--- src/rtl/seq_alu_if.sv ---
// Request/response bundle between a control source and the seq_alu execution unit.
// The master issues operations and consumes results; the slave (seq_alu) serves them.
interface seq_alu_if #(
    parameter int WIDTH = 32
);
    logic             in_valid;
    logic             in_ready;
    logic [WIDTH-1:0] SrcA;
    logic [WIDTH-1:0] SrcB;
    logic [3:0]       ALUControl;
    logic             out_valid;
    logic             out_ready;
    logic [WIDTH-1:0] ALUResult;
    logic             Zero;
    logic             illegal_op;

    modport master (
        output in_valid, SrcA, SrcB, ALUControl, out_ready,
        input  in_ready, out_valid, ALUResult, Zero, illegal_op
    );

    modport slave (
        input  in_valid, SrcA, SrcB, ALUControl, out_ready,
        output in_ready, out_valid, ALUResult, Zero, illegal_op
    );
endinterface

--- src/rtl/seq_alu.sv ---
// Multi-cycle ALU: single-cycle logic/arith ops, one-bit-per-cycle shifts,
// valid/ready handshakes on both the request and the result side.
module seq_alu #(
    parameter int WIDTH = 32
) (
    input  logic       clk,
    input  logic       reset,
    seq_alu_if.slave   bus
);
    localparam logic [3:0] OP_ADD  = 4'b0000;
    localparam logic [3:0] OP_SUB  = 4'b0001;
    localparam logic [3:0] OP_AND  = 4'b0010;
    localparam logic [3:0] OP_OR   = 4'b0011;
    localparam logic [3:0] OP_XOR  = 4'b0100;
    localparam logic [3:0] OP_SLT  = 4'b0101;
    localparam logic [3:0] OP_SLL  = 4'b0110;
    localparam logic [3:0] OP_SRL  = 4'b0111;
    localparam logic [3:0] OP_SRA  = 4'b1000;
    localparam logic [3:0] OP_SLTU = 4'b1001;

    typedef enum logic [1:0] {
        IDLE  = 2'd0,
        SHIFT = 2'd1,
        DONE  = 2'd2
    } state_t;

    state_t           state_r, state_s;
    logic [WIDTH-1:0] acc_r, acc_s;
    logic [4:0]       cnt_r, cnt_s;
    logic [3:0]       op_r, op_s;
    logic [WIDTH-1:0] result_r, result_s;
    logic             illegal_r, illegal_s;
    logic [WIDTH-1:0] shifted_s;

    function automatic logic is_shift(input logic [3:0] op);
        return (op == OP_SLL) || (op == OP_SRL) || (op == OP_SRA);
    endfunction

    function automatic logic is_illegal(input logic [3:0] op);
        return op >= 4'b1010;
    endfunction

    // One-bit step of the iterative shifter; SRA replicates the sign bit.
    function automatic logic [WIDTH-1:0] shift1(input logic [3:0] op, input logic [WIDTH-1:0] v);
        logic [WIDTH-1:0] r;
        case (op)
            OP_SLL:  r = {v[WIDTH-2:0], 1'b0};
            OP_SRL:  r = {1'b0, v[WIDTH-1:1]};
            OP_SRA:  r = {v[WIDTH-1], v[WIDTH-1:1]};
            default: r = v;
        endcase
        return r;
    endfunction

    // Single-cycle result; shifts only reach here with a zero shift amount.
    function automatic logic [WIDTH-1:0] compute(input logic [3:0] op,
                                                 input logic [WIDTH-1:0] a,
                                                 input logic [WIDTH-1:0] b);
        logic [WIDTH-1:0] r;
        case (op)
            OP_ADD:  r = a + b;
            OP_SUB:  r = a - b;
            OP_AND:  r = a & b;
            OP_OR:   r = a | b;
            OP_XOR:  r = a ^ b;
            OP_SLT:  r = {{(WIDTH-1){1'b0}}, ($signed(a) < $signed(b))};
            OP_SLTU: r = {{(WIDTH-1){1'b0}}, (a < b)};
            OP_SLL,
            OP_SRL,
            OP_SRA:  r = a;
            default: r = {WIDTH{1'b0}};
        endcase
        return r;
    endfunction

    assign shifted_s = shift1(op_r, acc_r);

    // Next-state and datapath update for the IDLE/SHIFT/DONE sequencer.
    always_comb begin
        state_s   = state_r;
        acc_s     = acc_r;
        cnt_s     = cnt_r;
        op_s      = op_r;
        result_s  = result_r;
        illegal_s = illegal_r;
        case (state_r)
            IDLE: begin
                if (bus.in_valid) begin
                    op_s  = bus.ALUControl;
                    acc_s = bus.SrcA;
                    cnt_s = bus.SrcB[4:0];
                    if (is_shift(bus.ALUControl) && (bus.SrcB[4:0] != 5'd0)) begin
                        state_s = SHIFT;
                    end else begin
                        result_s  = compute(bus.ALUControl, bus.SrcA, bus.SrcB);
                        illegal_s = is_illegal(bus.ALUControl);
                        state_s   = DONE;
                    end
                end else begin
                    state_s = IDLE;
                end
            end
            SHIFT: begin
                acc_s = shifted_s;
                cnt_s = cnt_r - 5'd1;
                if (cnt_r == 5'd1) begin
                    result_s  = shifted_s;
                    illegal_s = 1'b0;
                    state_s   = DONE;
                end else begin
                    state_s = SHIFT;
                end
            end
            DONE: begin
                if (bus.out_ready) begin
                    state_s = IDLE;
                end else begin
                    state_s = DONE;
                end
            end
            default: state_s = IDLE;
        endcase
    end

    // State and datapath registers; reset abandons any operation in flight.
    always_ff @(posedge clk) begin
        if (reset) begin
            state_r   <= IDLE;
            acc_r     <= {WIDTH{1'b0}};
            cnt_r     <= 5'd0;
            op_r      <= 4'd0;
            result_r  <= {WIDTH{1'b0}};
            illegal_r <= 1'b0;
        end else begin
            state_r   <= state_s;
            acc_r     <= acc_s;
            cnt_r     <= cnt_s;
            op_r      <= op_s;
            result_r  <= result_s;
            illegal_r <= illegal_s;
        end
    end

    assign bus.in_ready   = (state_r == IDLE);
    assign bus.out_valid  = (state_r == DONE);
    assign bus.ALUResult  = result_r;
    assign bus.Zero       = (result_r == {WIDTH{1'b0}});
    assign bus.illegal_op = illegal_r;
endmodule

--- src/flat_wrapper.sv ---
// flat-port wrapper written by rule: the top's interface ports become plain ports
module seq_alu_flat 
#(
    parameter int WIDTH = 32
)
  (clk, reset, bus_in_valid, bus_SrcA, bus_SrcB, bus_ALUControl, bus_out_ready, bus_in_ready, bus_out_valid, bus_ALUResult, bus_Zero, bus_illegal_op);
  seq_alu_if #(.WIDTH(WIDTH)) bus_i ();
  input  logic clk;
  input  logic reset;
  input wire logic [$bits(bus_i.in_valid)-1:0] bus_in_valid;
  input wire logic [$bits(bus_i.SrcA)-1:0] bus_SrcA;
  input wire logic [$bits(bus_i.SrcB)-1:0] bus_SrcB;
  input wire logic [$bits(bus_i.ALUControl)-1:0] bus_ALUControl;
  input wire logic [$bits(bus_i.out_ready)-1:0] bus_out_ready;
  output wire logic [$bits(bus_i.in_ready)-1:0] bus_in_ready;
  output wire logic [$bits(bus_i.out_valid)-1:0] bus_out_valid;
  output wire logic [$bits(bus_i.ALUResult)-1:0] bus_ALUResult;
  output wire logic [$bits(bus_i.Zero)-1:0] bus_Zero;
  output wire logic [$bits(bus_i.illegal_op)-1:0] bus_illegal_op;
  assign bus_i.in_valid = bus_in_valid;
  assign bus_i.SrcA = bus_SrcA;
  assign bus_i.SrcB = bus_SrcB;
  assign bus_i.ALUControl = bus_ALUControl;
  assign bus_i.out_ready = bus_out_ready;
  assign bus_in_ready = bus_i.in_ready;
  assign bus_out_valid = bus_i.out_valid;
  assign bus_ALUResult = bus_i.ALUResult;
  assign bus_Zero = bus_i.Zero;
  assign bus_illegal_op = bus_i.illegal_op;
  seq_alu #(.WIDTH(WIDTH)) u_core (.clk(clk), .reset(reset), .bus(bus_i));
endmodule
--- config.mk ---
export PLATFORM = sky130hd
export DESIGN_NAME = seq_alu_flat
export DESIGN_NICKNAME = d
export VERILOG_FILES = /design/src/rtl/seq_alu_if.sv /design/src/rtl/seq_alu.sv /design/src/flat_wrapper.sv
export SDC_FILE = /design/constraint.sdc
export NUM_CORES = 1
export LEC_CHECK = 0
export ABC_AREA = 1
export BUFFER_PORTS_ARGS = -buffer_cell sky130_fd_sc_hd__buf_2
export CAP_MARGIN = 30
export CORE_AREA = 2 2 156 158
export DETAILED_ROUTE_END_ITERATION = 8
export DIE_AREA = 0 0 158 160
export SLEW_MARGIN = 20
export SYNTH_ARGS = -nofsm -noshare
export SYNTH_HDL_FRONTEND = slang
export SYNTH_SLANG_ARGS = --single-unit
--- constraint.sdc ---
create_clock -name clk -period 3.8 [get_ports clk]
set_input_delay 0.19 -clock clk [delete_from_list [all_inputs] [get_ports clk]]
set_output_delay 0.19 -clock clk [all_outputs]
set_load 0.02 [all_outputs]
==> summary.md, run 1 <==
| Metric | Value |
|---|---|
| Post-layout min period | `2.33 ns` |
| Initial antenna violation count | `0` |
| Synth cell types | `45` |
| Hold Path Class | `input port to flip-flop` |
| Critical Path End Type | `flip-flop` |
| Drt wl/cell | `19.2 um` |
| Post-DRT Antenna Nets | `0` |
| H-tree levels | `3` |
| Initial DRT Pass Iterations | `6` |
| DRC viols | `0` |
| Placer congestion estimate | `1.03` |
| Min setup slack post-route | `1.47 ns` |
| CTS Hold Bufs | `0` |
| #FFs+latches synth | `76` |
| Antenna cells | `0` |
| Routed wire length | `43,200 um` |
| Synth Instances | `1,867` |
| Required @ worst endpoint | `4.08 ns` |
| Setup TNS | `0 ns` |
| CTS max path bufs | `2` |
| CP Cell Sequence | `buf_2, ha_1, inv_1, fa_1, inv_1, nand3_1, nand3_1, nand2_1, nand2_1, nand2_1, nand2_1, o21ai_0, o211ai_1, nand2_1, a21oi_1` |
| Area delta synth->final | `9.28%` |
| Leak | `0.00599 uW` |
| Post-cts resize count | `0` |
| DRT iter0 DRCs | `1,328` |
| Worst-Skew Late Latency | `0.35 ns` |
| Kind of critical path | `input port to flip-flop` |
| Clock Root Buffer | `clkbuf_16` |
| Most common cell in the netlist | `nand2_1` |
| Max Clk Rate | `0.429 GHz` |
| Yosys warning count | `0` |
| Setup Buffers After CTS | `0` |
| Pre-CTS setup slack | `1.18 ns` |
| Rows | `57` |
| Crit path top cell by count | `nand2_1` |
| Ranking of synthesized cells by area | `nand2_1, dfxtp_1, ha_1` |
| Syn_nets | `2,056` |
| First-pass GRT wire length | `66,400 um` |
| Hold Crit Start | `bus_SrcA[28]` |
| Post-synthesis async set-or-reset flop share | `0%` |
| Largest net degree at the start of global routing | `66` |
| TritonCTS clock tree | `yes` |
| CTS Sinks | `76` |
| Largest stage delay on the critical path | `0.43 ns` |
| Clock transition at path regs | `0.06 ns` |
| Fin nets | `2,112` |
| CP Launch Point | `bus_SrcB[0]` |
| Core area | `23,800 um2` |
| Die X | `158 um` |
| Ports | `108` |
| Die Area | `25,300 um2` |
| Slew Viols, Final | `0` |
| Most used DFF post-synth | `dfxtp_1` |
| Share of the synthesized area in the top cell type | `21.0%` |
| Skew final | `0.00818 ns` |
| Via density | `5.54` |
| Gr usage total | `34.3%` |
| Avg Inst Size Synth | `5.61 um2` |
| Sequential area share after synthesis | `14.5%` |
| # setup viols final | `0` |
| CTS buffer count | `9` |
| Worst setup SP type | `input port` |
| Most frequent cells after synthesis | `nand2_1, inv_1, nor2_1` |
| Share of layout cells above drive strength 1 | `8.67%` |
| GRT overflow | `0` |
| PD cells | `281 nW/um2` |
| Synthesized area | `10,500 um2` |
| Starting density of the core | `44.0%` |
| RSZ-0062 raised after global routing | `no` |
| Max_cap viols | `0` |
| Synth area leader | `nand2_1` |
| PortBufs | `107` |
| Slew @ Worst Pin | `0.811 ns` |
| VDD IR max | `182 uV` |
| Die H | `160 um` |
| Max Fanout on Critical Path | `5` |
| Vias in the first global route | `11.6k` |
| CP Data Arrival Time | `2.61 ns` |
| Final-report hold violation count | `0` |
| Post-synth EDFFs | `0` |
| Vias | `12.5k` |
| HPWL after DPL | `34,300 um` |
| Critical-path top delay cell | `fa_1` |
| Period Utilization, post-route | `61.4%` |
| Slew headroom | `45.8%` |
| Critical R2R Launch | `u_core.op_r[2]` |
| Status | `finished clean` |
==> logic make-up (layout without fill, tap and decap cells) <==
group / count (synthesis) / count (layout) / synth area share, %
compound gates: 331 / 331 / 18.5
flops: 76 / 76 / 14.5
buf+inv: 382 / 442 / 14.6
fa+ha+maj: 117 / 117 / 14.1
simple gates: 956 / 956 / 37.8
xor+xnor: 5 / 5 / 0.418
==> critical path: cells and delay by family <==
family,cells,cell delay [ns]
adder cells (fa/ha/maj),2,0.70
AO/OA/AOI/OAI,3,0.48
AND/OR/NAND/NOR,7,0.85
buffers and inverters,3,0.39
==> power breakdown <==
part           total [uW]  switching (uW)  internal [uW]
clock network         820             364            456
logic                1450            1020            427
registers             945            71.5            874
==> per-layer routing <==
metal / GRT usage (%) / wire (um) / up-vias
met5: 0 / 0 / -
li1: - / - / 6120
met2: 53.5 / 18800 / 577
met3: 4.23 / 3130 / 111
met1: 45.5 / 18300 / 5672
met4: 19.7 / 2940 / 0
==> final cells by class <==
class                      count  area (um2)
clock buffer                  11         243
multi-input combinational   1409        7430
tap                          324         405
timing repair buffer         122         676
fill                        2733       12400
clock inverter                 4        26.3
sequential                    76        1520
inverter                     305        1140
==> path summary, 6_finish.rpt <==
check | to | slack (ns) | cells after the start
max | u_core.bus.ALUResult[14] | 1.47 | 15
min | u_core.acc_r[28] | 0.14 | 3
max reg2reg | u_core.bus.ALUResult[29] | 1.47 | 12
min reg2reg | u_core.bus.illegal_op | 0.46 | 2
==> through the flow <==
stage / total power (uW) / hold WS [ns] / instance area (um2) / cells / util [%]
after global placement: 2360 / 0.455 / 11100 / 2234 / 46.7
after detailed placement: 2370 / 0.460 / 11200 / 2235 / 46.9
after CTS: 3190 / 0.146 / 11400 / 2250 / 48.0
after floorplan: 1890 / 0.338 / 10500 / 1867 / -
final: 3210 / 0.145 / 11400 / 2251 / 48.1
after global routing: 3420 / 0.154 / 11400 / 2251 / 48.1
==> cell usage in the layout (no fill, tap or decap), drive strengths merged, types with 19 or more instances in the layout <==
| master | synthesis | final |
|---|---|---|
| nand4 | 19 | 19 |
| nand2 | 590 | 590 |
| buf | 54 | 122 |
| dfxtp | 76 | 76 |
| ha | 115 | 115 |
| nor3 | 20 | 20 |
| a21oi | 127 | 127 |
| inv | 305 | 305 |
| o22ai | 37 | 37 |
| nand3 | 131 | 131 |
| a31oi | 37 | 37 |
| a221oi | 22 | 22 |
| nor2 | 169 | 169 |
| o21ai | 74 | 74 |
==> sequential cells by signal, indices dropped and copies added, names as in the netlist <==
| register | flops |
|---|---|
| u_core.op_r | 4 |
| u_core.acc_r | 32 |
| u_core.bus.ALUResult | 32 |
| u_core.state_r | 2 |
| u_core.bus.illegal_op | 1 |
| u_core.cnt_r | 5 |
(Power assumes the default switching activity.)
==> run 2, diff against run 1 <==
--- a/config.mk
+++ b/config.mk
@@ -5,12 +5,13 @@
 export SDC_FILE = /design/constraint.sdc
 export NUM_CORES = 1
 export LEC_CHECK = 0
-export ABC_AREA = 1
+export ABC_AREA = 0
 export BUFFER_PORTS_ARGS = -buffer_cell sky130_fd_sc_hd__buf_2
 export CAP_MARGIN = 30
-export CORE_AREA = 2 2 156 158
+export CORE_AREA = 2 2 148 150
 export DETAILED_ROUTE_END_ITERATION = 8
-export DIE_AREA = 0 0 158 160
+export DIE_AREA = 0 0 150 152
+export PLACE_DENSITY = 0.66
 export SLEW_MARGIN = 20
 export SYNTH_ARGS = -nofsm -noshare
 export SYNTH_HDL_FRONTEND = slang
==> constraint.sdc (replaced) <==
create_clock -name clk -period 1.9 [get_ports clk]
set_input_delay 0.095 -clock clk [delete_from_list [all_inputs] [get_ports clk]]
set_output_delay 0.095 -clock clk [all_outputs]
set_load 0.02 [all_outputs]
==> summary.md, run 2 <==
| Metric | Value |
|---|---|
| Hold Path Class | `input port to flip-flop` |
| CTS Sinks | `76 (unchanged)` |
| Most used DFF post-synth | `dfxtp_1` |
| Drt wl/cell | `22.0 um (+14%)` |
| Synth Instances | `1,296 (-31%)` |
| Antenna cells | `0 (unchanged)` |
| Share of layout cells above drive strength 1 | `46.0% (+37 points)` |
| DRT iter0 DRCs | `1,990 (+50%)` |
| Setup TNS | `-11.97 ns (-11.97 ns)` |
| Hold depth | `3 (unchanged)` |
| Max Fanout on Critical Path | `3 (-2)` |
| Crit path depth | `13 (-2)` |
| GRT overflow | `0 (unchanged)` |
| Post-synthesis async set-or-reset flop share | `0% (unchanged)` |
| Slew headroom | `66.3% (+21 points)` |
| Most common cell in the netlist | `nor2_1` |
| Failing checks | `setup timing` |
| Buf/Inv on CP | `3 (unchanged)` |
| Most common cell after layout, fill and taps aside | `buf_4` |
| PortBufs | `107 (unchanged)` |
| First-pass GRT wire length | `66,700 um (+0.55%)` |
| Min setup slack post-route | `-0.546 ns (-2.01 ns)` |
| Skew final | `0.00592 ns (-0.00226 ns)` |
| Slew Viols, Final | `0 (unchanged)` |
| Via density | `6.41 (+16%)` |
| Worst-Skew Late Latency | `0.34 ns (about the same)` |
| Share of the synthesized area in the top cell type | `16.2% (-4.8 points)` |
| Die X | `150 um (-5.1%)` |
| Status | `finished, violations left` |
| Largest stage delay on the critical path | `0.37 ns (-0.06 ns)` |
| Syn_nets | `1,485 (-28%)` |
| Routed wire length | `45,300 um (+5.0%)` |
| Rows | `54 (-5.3%)` |
| Synthesized area | `9380 um2 (-10%)` |
| Area delta synth->final | `66.1%` |
| Crit path top cell by count | `a211o_1` |
| Final-report hold violation count | `0 (unchanged)` |
| Synth cell types | `91 (+100%)` |
| DRC viols | `0 (unchanged)` |
| Avg Inst Size Synth | `7.23 um2 (+29%)` |
| Filler cell count | `1,612 (-41%)` |
| Required @ worst endpoint | `2.11 ns (-1.97 ns)` |
| Die Area | `22,800 um2 (-9.8%)` |
| H-tree levels | `3 (unchanged)` |
| Worst setup SP type | `input port` |
| Initial antenna violation count | `0 (unchanged)` |
| CP Data Arrival Time | `2.66 ns (+0.05 ns)` |
| Post-layout min period | `2.45 ns` |
| Clock transition at path regs | `0.06 ns (about the same)` |
| Hold WS | `0.0421 ns (-0.103 ns)` |
| PD cells | `536 nW/um2 (+91%)` |
| Starting density of the core | `43.9% (-0.053 points)` |
| VDD IR max | `391 uV (+110%)` |
| Critical-path top delay cell | `or3_4` |
| HPWL after DPL | `32,400 um (-5.7%)` |
| Largest net degree at the start of global routing | `35 (-47%)` |
| Placer congestion estimate | `1.04 (+1.8%)` |
| Worst reg2reg path depth | `8 (-4)` |
| Leak | `0.00699 uW (+17%)` |
| Post-DRT Antenna Nets | `0 (unchanged)` |
| # setup viols final | `47 (+47)` |
| Clock Root Buffer | `clkbuf_16` |
| CP Cell Sequence | `buf_8, clkinvlp_4, ha_4, a211o_1, a211o_1, buf_4, a31o_4, a21oi_4, or2_4, or3_4, o31ai_4, mux2i_1, a311oi_2` |
| Initial DRT Pass Iterations | `8 (+2)` |
| CTS buffer count | `9 (unchanged)` |
| CTS max path bufs | `2 (unchanged)` |
| TritonCTS clock tree | `yes` |
| Gr usage total | `36.7% (+2.3 points)` |
| Core area | `21,400 um2 (-10%)` |
| Most frequent cells after synthesis | `nor2_1, ha_1, a21oi_1, inv_1, nand2_1` |
| Die H | `152 um (-5.0%)` |
| #FFs+latches synth | `76 (unchanged)` |
| Period Utilization, post-route | `129%` |
| Yosys warning count | `0 (unchanged)` |
| Crit-path leading delay family | `compound AO/OA/AOI/OAI gates` |
| Ports | `108 (unchanged)` |
| Critical Path End Type | `flip-flop` |
| Slew @ Worst Pin | `0.505 ns (-0.305 ns)` |
| Vias in the first global route | `12.6k (+8.6%)` |
| Sequential area share after synthesis | `16.2% (+1.7 points)` |
| Max Clk Rate | `0.409 GHz` |
| Vias | `13.2k (+6.0%)` |
| Post-synth EDFFs | `0 (unchanged)` |
| Fin nets | `1,968 (-6.8%)` |
| Max_cap viols | `0 (unchanged)` |
| Ranking of synthesized cells by area | `dfxtp_1, ha_1, nor2_1` |
| Synth area leader | `dfxtp_1` |
| Commonest cells after routing, fill and taps aside | `buf_4, nor2_1, nand2_1, buf_2, ha_1` |
| RSZ-0062 raised after global routing | `yes` |
| Kind of critical path | `input port to flip-flop` |
run 2: cell types whose count changed after synthesis, moves of 21 or more:
cell	previous run	this run
nand2_1	586	97
inv_1	297	103
nand3_1	129	12
clkbuf_1	20	61
a222oi_1	0	29
buf_2	47	22
nor3_1	16	40
a21oi_1	126	103
a221oi_1	22	43
a31oi_1	37	16
run 2: cell type report:
cell class / instances / area (um2) / share of cell area, %
clock buffers: 10 / 239 / 1.53
multi-input cells: 1023 / 8450 / 54.3
well taps: 280 / 350 / 2.25
clock inverters: 6 / 87.6 / 0.562
repair buffers: 565 / 4460 / 28.6
inverters: 104 / 460 / 2.96
flip-flops and latches: 76 / 1530 / 9.80
run 2: repair_timing:
action                     in CTS  in global routing
buffers inserted               30                 23
hold buffers                    0                  0
pin swaps                      83                 85
gates resized for setup       188                125
setup endpoints to repair      35                 48
cloned                          0                  2
hold endpoints to repair        0                  0
run 2: final timing paths:
| check | start | end | slack [ns] |
|---|---|---|---|
| min reg2reg | u_core.op_r[2] | u_core.op_r[2] | 0.48 |
| min | bus_ALUControl[1] | u_core.op_r[1] | 0.04 |
| max reg2reg | u_core.op_r[2] | u_core.bus.ALUResult[29] | -0.37 |
| max | bus_SrcA[1] | u_core.bus.ALUResult[31] | -0.55 |
run 2: metrics by stage:
step	cells	util (%)	power [uW]	setup WS [ns]	area (um2)
2_1_floorplan	1296	-	3810	-0.364	9860
3_3_place_gp	1999	63.3	5490	-0.934	13500
3_5_place_dp	1999	63.3	5550	-0.982	13500
4_1_cts	2044	69.5	7820	-0.368	14800
5_1_grt	2064	72.9	8650	-0.625	15600
6_report	2064	72.9	8350	-0.546	15600
run 2: cell families (layout without fill, tap and decap cells):
kind of cell / Yosys count / in the layout / share of synthesized area (%)
XOR/XNOR: 10 / 10 / 0.934
AO/OA/AOI/OAI: 465 / 465 / 36.0
buffers and inverters: 197 / 685 / 8.34
adder cells (fa/ha/maj): 117 / 117 / 15.8
AND/OR/NAND/NOR: 413 / 413 / 20.8
flip-flops: 76 / 76 / 16.2
multiplexers: 18 / 18 / 1.92
run 2: tightest hold or removal path: stages:
cell and delay [ns]:
buf_2 0.14, nand2_1 0.06, a21oi_1 0.05
run 2: report_power, final:
part	switching [uW]	total, uW	internal [uW]	leakage (uW)
Combinational	2400	4540	2150	0.00620
Sequential	172	1900	1730	0.000625
Clock	718	1900	1190	0.000162
run 2: per-layer routing:
metal	part of all wire [%]	routed length [um]	vias up	global-route usage, %
met2	45	20200	959	58.6
li1	-	-	5814	-
met1	36	16500	6147	45.7
met3	10	4680	305	6.07
met5	0	0	-	0
met4	8.7	3960	0	22.8
==> run 3, diff against run 2 <==
--- a/config.mk
+++ b/config.mk
@@ -12,6 +12,7 @@
 export DETAILED_ROUTE_END_ITERATION = 8
 export DIE_AREA = 0 0 150 152
 export PLACE_DENSITY = 0.66
+export RECOVER_POWER = 100
 export SLEW_MARGIN = 20
 export SYNTH_ARGS = -nofsm -noshare
 export SYNTH_HDL_FRONTEND = slang
==> summary.md, run 3 (synthesis results as in run 2) <==
| Metric | Value |
|---|---|
| TritonCTS clock tree | `yes` |
| Core area | `21,400 um2 (unchanged)` |
| Min setup slack post-route | `-0.540 ns (+0.00628 ns)` |
| Die Area | `22,800 um2 (unchanged)` |
| Max Fanout on Critical Path | `3 (unchanged)` |
| Vias | `13.2k (+0.053%)` |
| RSZ-0062 raised after global routing | `yes` |
| CTS Hold Bufs | `0 (unchanged)` |
| Status | `finished, violations left` |
| Final Non-Filler Cells | `2,064 (unchanged)` |
| Slew Viols, Final | `0 (unchanged)` |
| Area delta synth->final | `65.1%` |
| DRC viols | `3 (+3)` |
| Max_cap viols | `0 (unchanged)` |
| Routed wire length | `45,500 um (+0.32%)` |
| Fin nets | `1,968 (unchanged)` |
| Commonest cells after routing, fill and taps aside | `buf_4, nor2_1, nand2_1, ha_1, a21oi_1` |
| FF-to-FF setup slack | `-0.49 ns (-0.12 ns)` |
| Via density | `6.41 (about the same)` |
| GRT overflow | `0 (unchanged)` |
| CTS buffer count | `9 (unchanged)` |
| Skew final | `0.00439 ns (-0.00153 ns)` |
| Sequential share of power | `22.9% (about the same)` |
| Die X | `150 um (unchanged)` |
| Slew headroom | `65.0% (-1.4 points)` |
| Failing checks | `DRC, setup timing` |
| Gr usage total | `36.7% (unchanged)` |
| Share of layout cells above drive strength 1 | `43.8% (-2.2 points)` |
| Reg-to-reg endpoint | `u_core.bus.ALUResult[18]` |
| Worst reg2reg path depth | `12 (+4)` |
| Drt wl/cell | `22.0 um (+0.32%)` |
| DRT iter0 DRCs | `1,980 (-0.50%)` |
| Hold WS | `0.0394 ns (-0.00270 ns)` |
| PortBufs | `107 (unchanged)` |
| CP Launch Point | `bus_SrcB[1]` |
| # setup viols final | `52 (+11%)` |
| Worst setup SP type | `input port` |
| Period Utilization, post-route | `128% (-0.33 points)` |
| Sw Pwr | `3280 uW (-0.33%)` |
| Rows | `54 (unchanged)` |
| Critical Path End Type | `flip-flop` |
| Max Clk Rate | `0.410 GHz (+0.26%)` |
| Clk pwr share | `22.9% (about the same)` |
| Final-report hold violation count | `0 (unchanged)` |
| CTS Sinks | `76 (unchanged)` |
| Clock transition at path regs | `0.06 ns (about the same)` |
| Combinational power share | `54.2% (-0.2 points)` |
| Int Pwr | `5020 uW (-0.71%)` |
| Antenna cells | `0 (unchanged)` |
| Initial DRT Pass Iterations | `9 (+1)` |
| VDD IR max | `392 uV (+0.22%)` |
| Hold Path Class | `input port to flip-flop` |
| Required @ worst endpoint | `2.13 ns (+0.02 ns)` |
| Final Power | `8300 uW (-0.56%)` |
| Critical R2R Launch | `u_core.cnt_r[1]` |
| CP Data Arrival Time | `2.67 ns (about the same)` |
| Vias in the first global route | `12.6k (unchanged)` |
| Pre-CTS setup slack | `-0.982 ns (unchanged)` |
| Ports | `108 (unchanged)` |
| First-pass GRT wire length | `66,700 um (unchanged)` |
| Setup crit end | `u_core.bus.ALUResult[25]` |
| Largest net degree at the start of global routing | `35 (unchanged)` |
| Leak | `0.00683 uW (-2.2%)` |
| Kind of critical path | `input port to flip-flop` |
| HPWL after DPL | `32,400 um (unchanged)` |
| Dpl cells | `1,999 (unchanged)` |
| Die H | `152 um (unchanged)` |
| PD cells | `536 nW/um2 (about the same)` |
| Most common cell after layout, fill and taps aside | `buf_4` |
| Switching Share | `39.5% (+0.093 points)` |
| Starting density of the core | `43.9% (unchanged)` |
| Initial antenna violation count | `0 (unchanged)` |
| Post-DRT Antenna Nets | `0 (unchanged)` |
| H-tree levels | `3 (unchanged)` |
| Filler cell count | `1,647 (+2.2%)` |
| Worst-Skew Late Latency | `0.34 ns (about the same)` |
| Clock Root Buffer | `clkbuf_16` |
| Post-layout min period | `2.44 ns (-0.00628 ns)` |
| Placer congestion estimate | `1.04 (unchanged)` |
| CTS max path bufs | `2 (unchanged)` |
| Slew @ Worst Pin | `0.518 ns (+0.0130 ns)` |
-- run 3: cell types whose count changed in the layout (fill, tap and decap cells not counted), sizes merged --
cell,delta
clkbuf,+40
buf,-40
-- run 3: layout make-up --
type                            instances  area [um2]  share of cell area, %
Multi-Input combinational cell       1023        8420                   54.4
Timing Repair Buffer                  565        4400                   28.4
Sequential cell                        76        1530                   9.86
Inverter                              104         460                   2.97
Tap cell                              280         350                   2.26
Clock buffer                           10         239                   1.54
Clock inverter                          6        87.6                  0.566
-- run 3: metrics by stage --
stage	cell area, um2	TNS, ns	utilization (%)
finish	15500	-13.29	72.5
global placement	13500	-20.53	63.3
floorplan	9860	-4.83	-
detailed placement	13500	-21.84	63.3
CTS	14800	-6.38	69.5
global route	15500	-18.05	72.5
-- run 3: layer usage --
metal	global-route usage, %	up-vias	share of wire, %
li1	-	5812	-
met1	45.7	6141	37
met2	58.6	976	45
met3	6.07	303	10
met4	22.8	0	8.6
met5	0	-	0
-- run 3: worst min path at each step --
stage                      startpoint             end  slack, ns  cells after the start
finish              bus_ALUControl[1]  u_core.op_r[1]       0.04                      3
detailed placement  bus_ALUControl[1]  u_core.op_r[1]       0.40                      3
global placement    bus_ALUControl[1]  u_core.op_r[1]       0.39                      3
global route        bus_ALUControl[1]  u_core.op_r[1]       0.06                      3
floorplan           bus_ALUControl[0]  u_core.op_r[0]       0.23                      2
CTS                 bus_ALUControl[1]  u_core.op_r[1]       0.05                      3
-- run 3: power groups by stage --
stage	clock (uW)	sequential (uW)	combinational [uW]
after floorplan	0	1930	1880
after global placement	0	1900	3590
after detailed placement	0	1900	3650
after CTS	1900	1870	4050
after global routing	1950	1910	4740
final	1900	1900	4500
-- run 3: repair_timing --
action,4_1_cts,5_1_grt
setup buffers,30,23
gates cloned,0,2
pin swaps,83,85
endpoints found under the setup margin,35,48
gates resized for setup,188,125
-- run 3: worst max-delay path, cell delays in order --
cell and delay, ns:
buf_8 0.08, clkinvlp_4 0.13, ha_4 0.27, a211o_1 0.30
a211o_1 0.39, a311o_1 0.42, buf_4 0.16, a21boi_4 0.23
o31ai_2 0.09, xnor2_1 0.14, o21ai_1 0.10, a21oi_2 0.18
o21ai_1 0.07
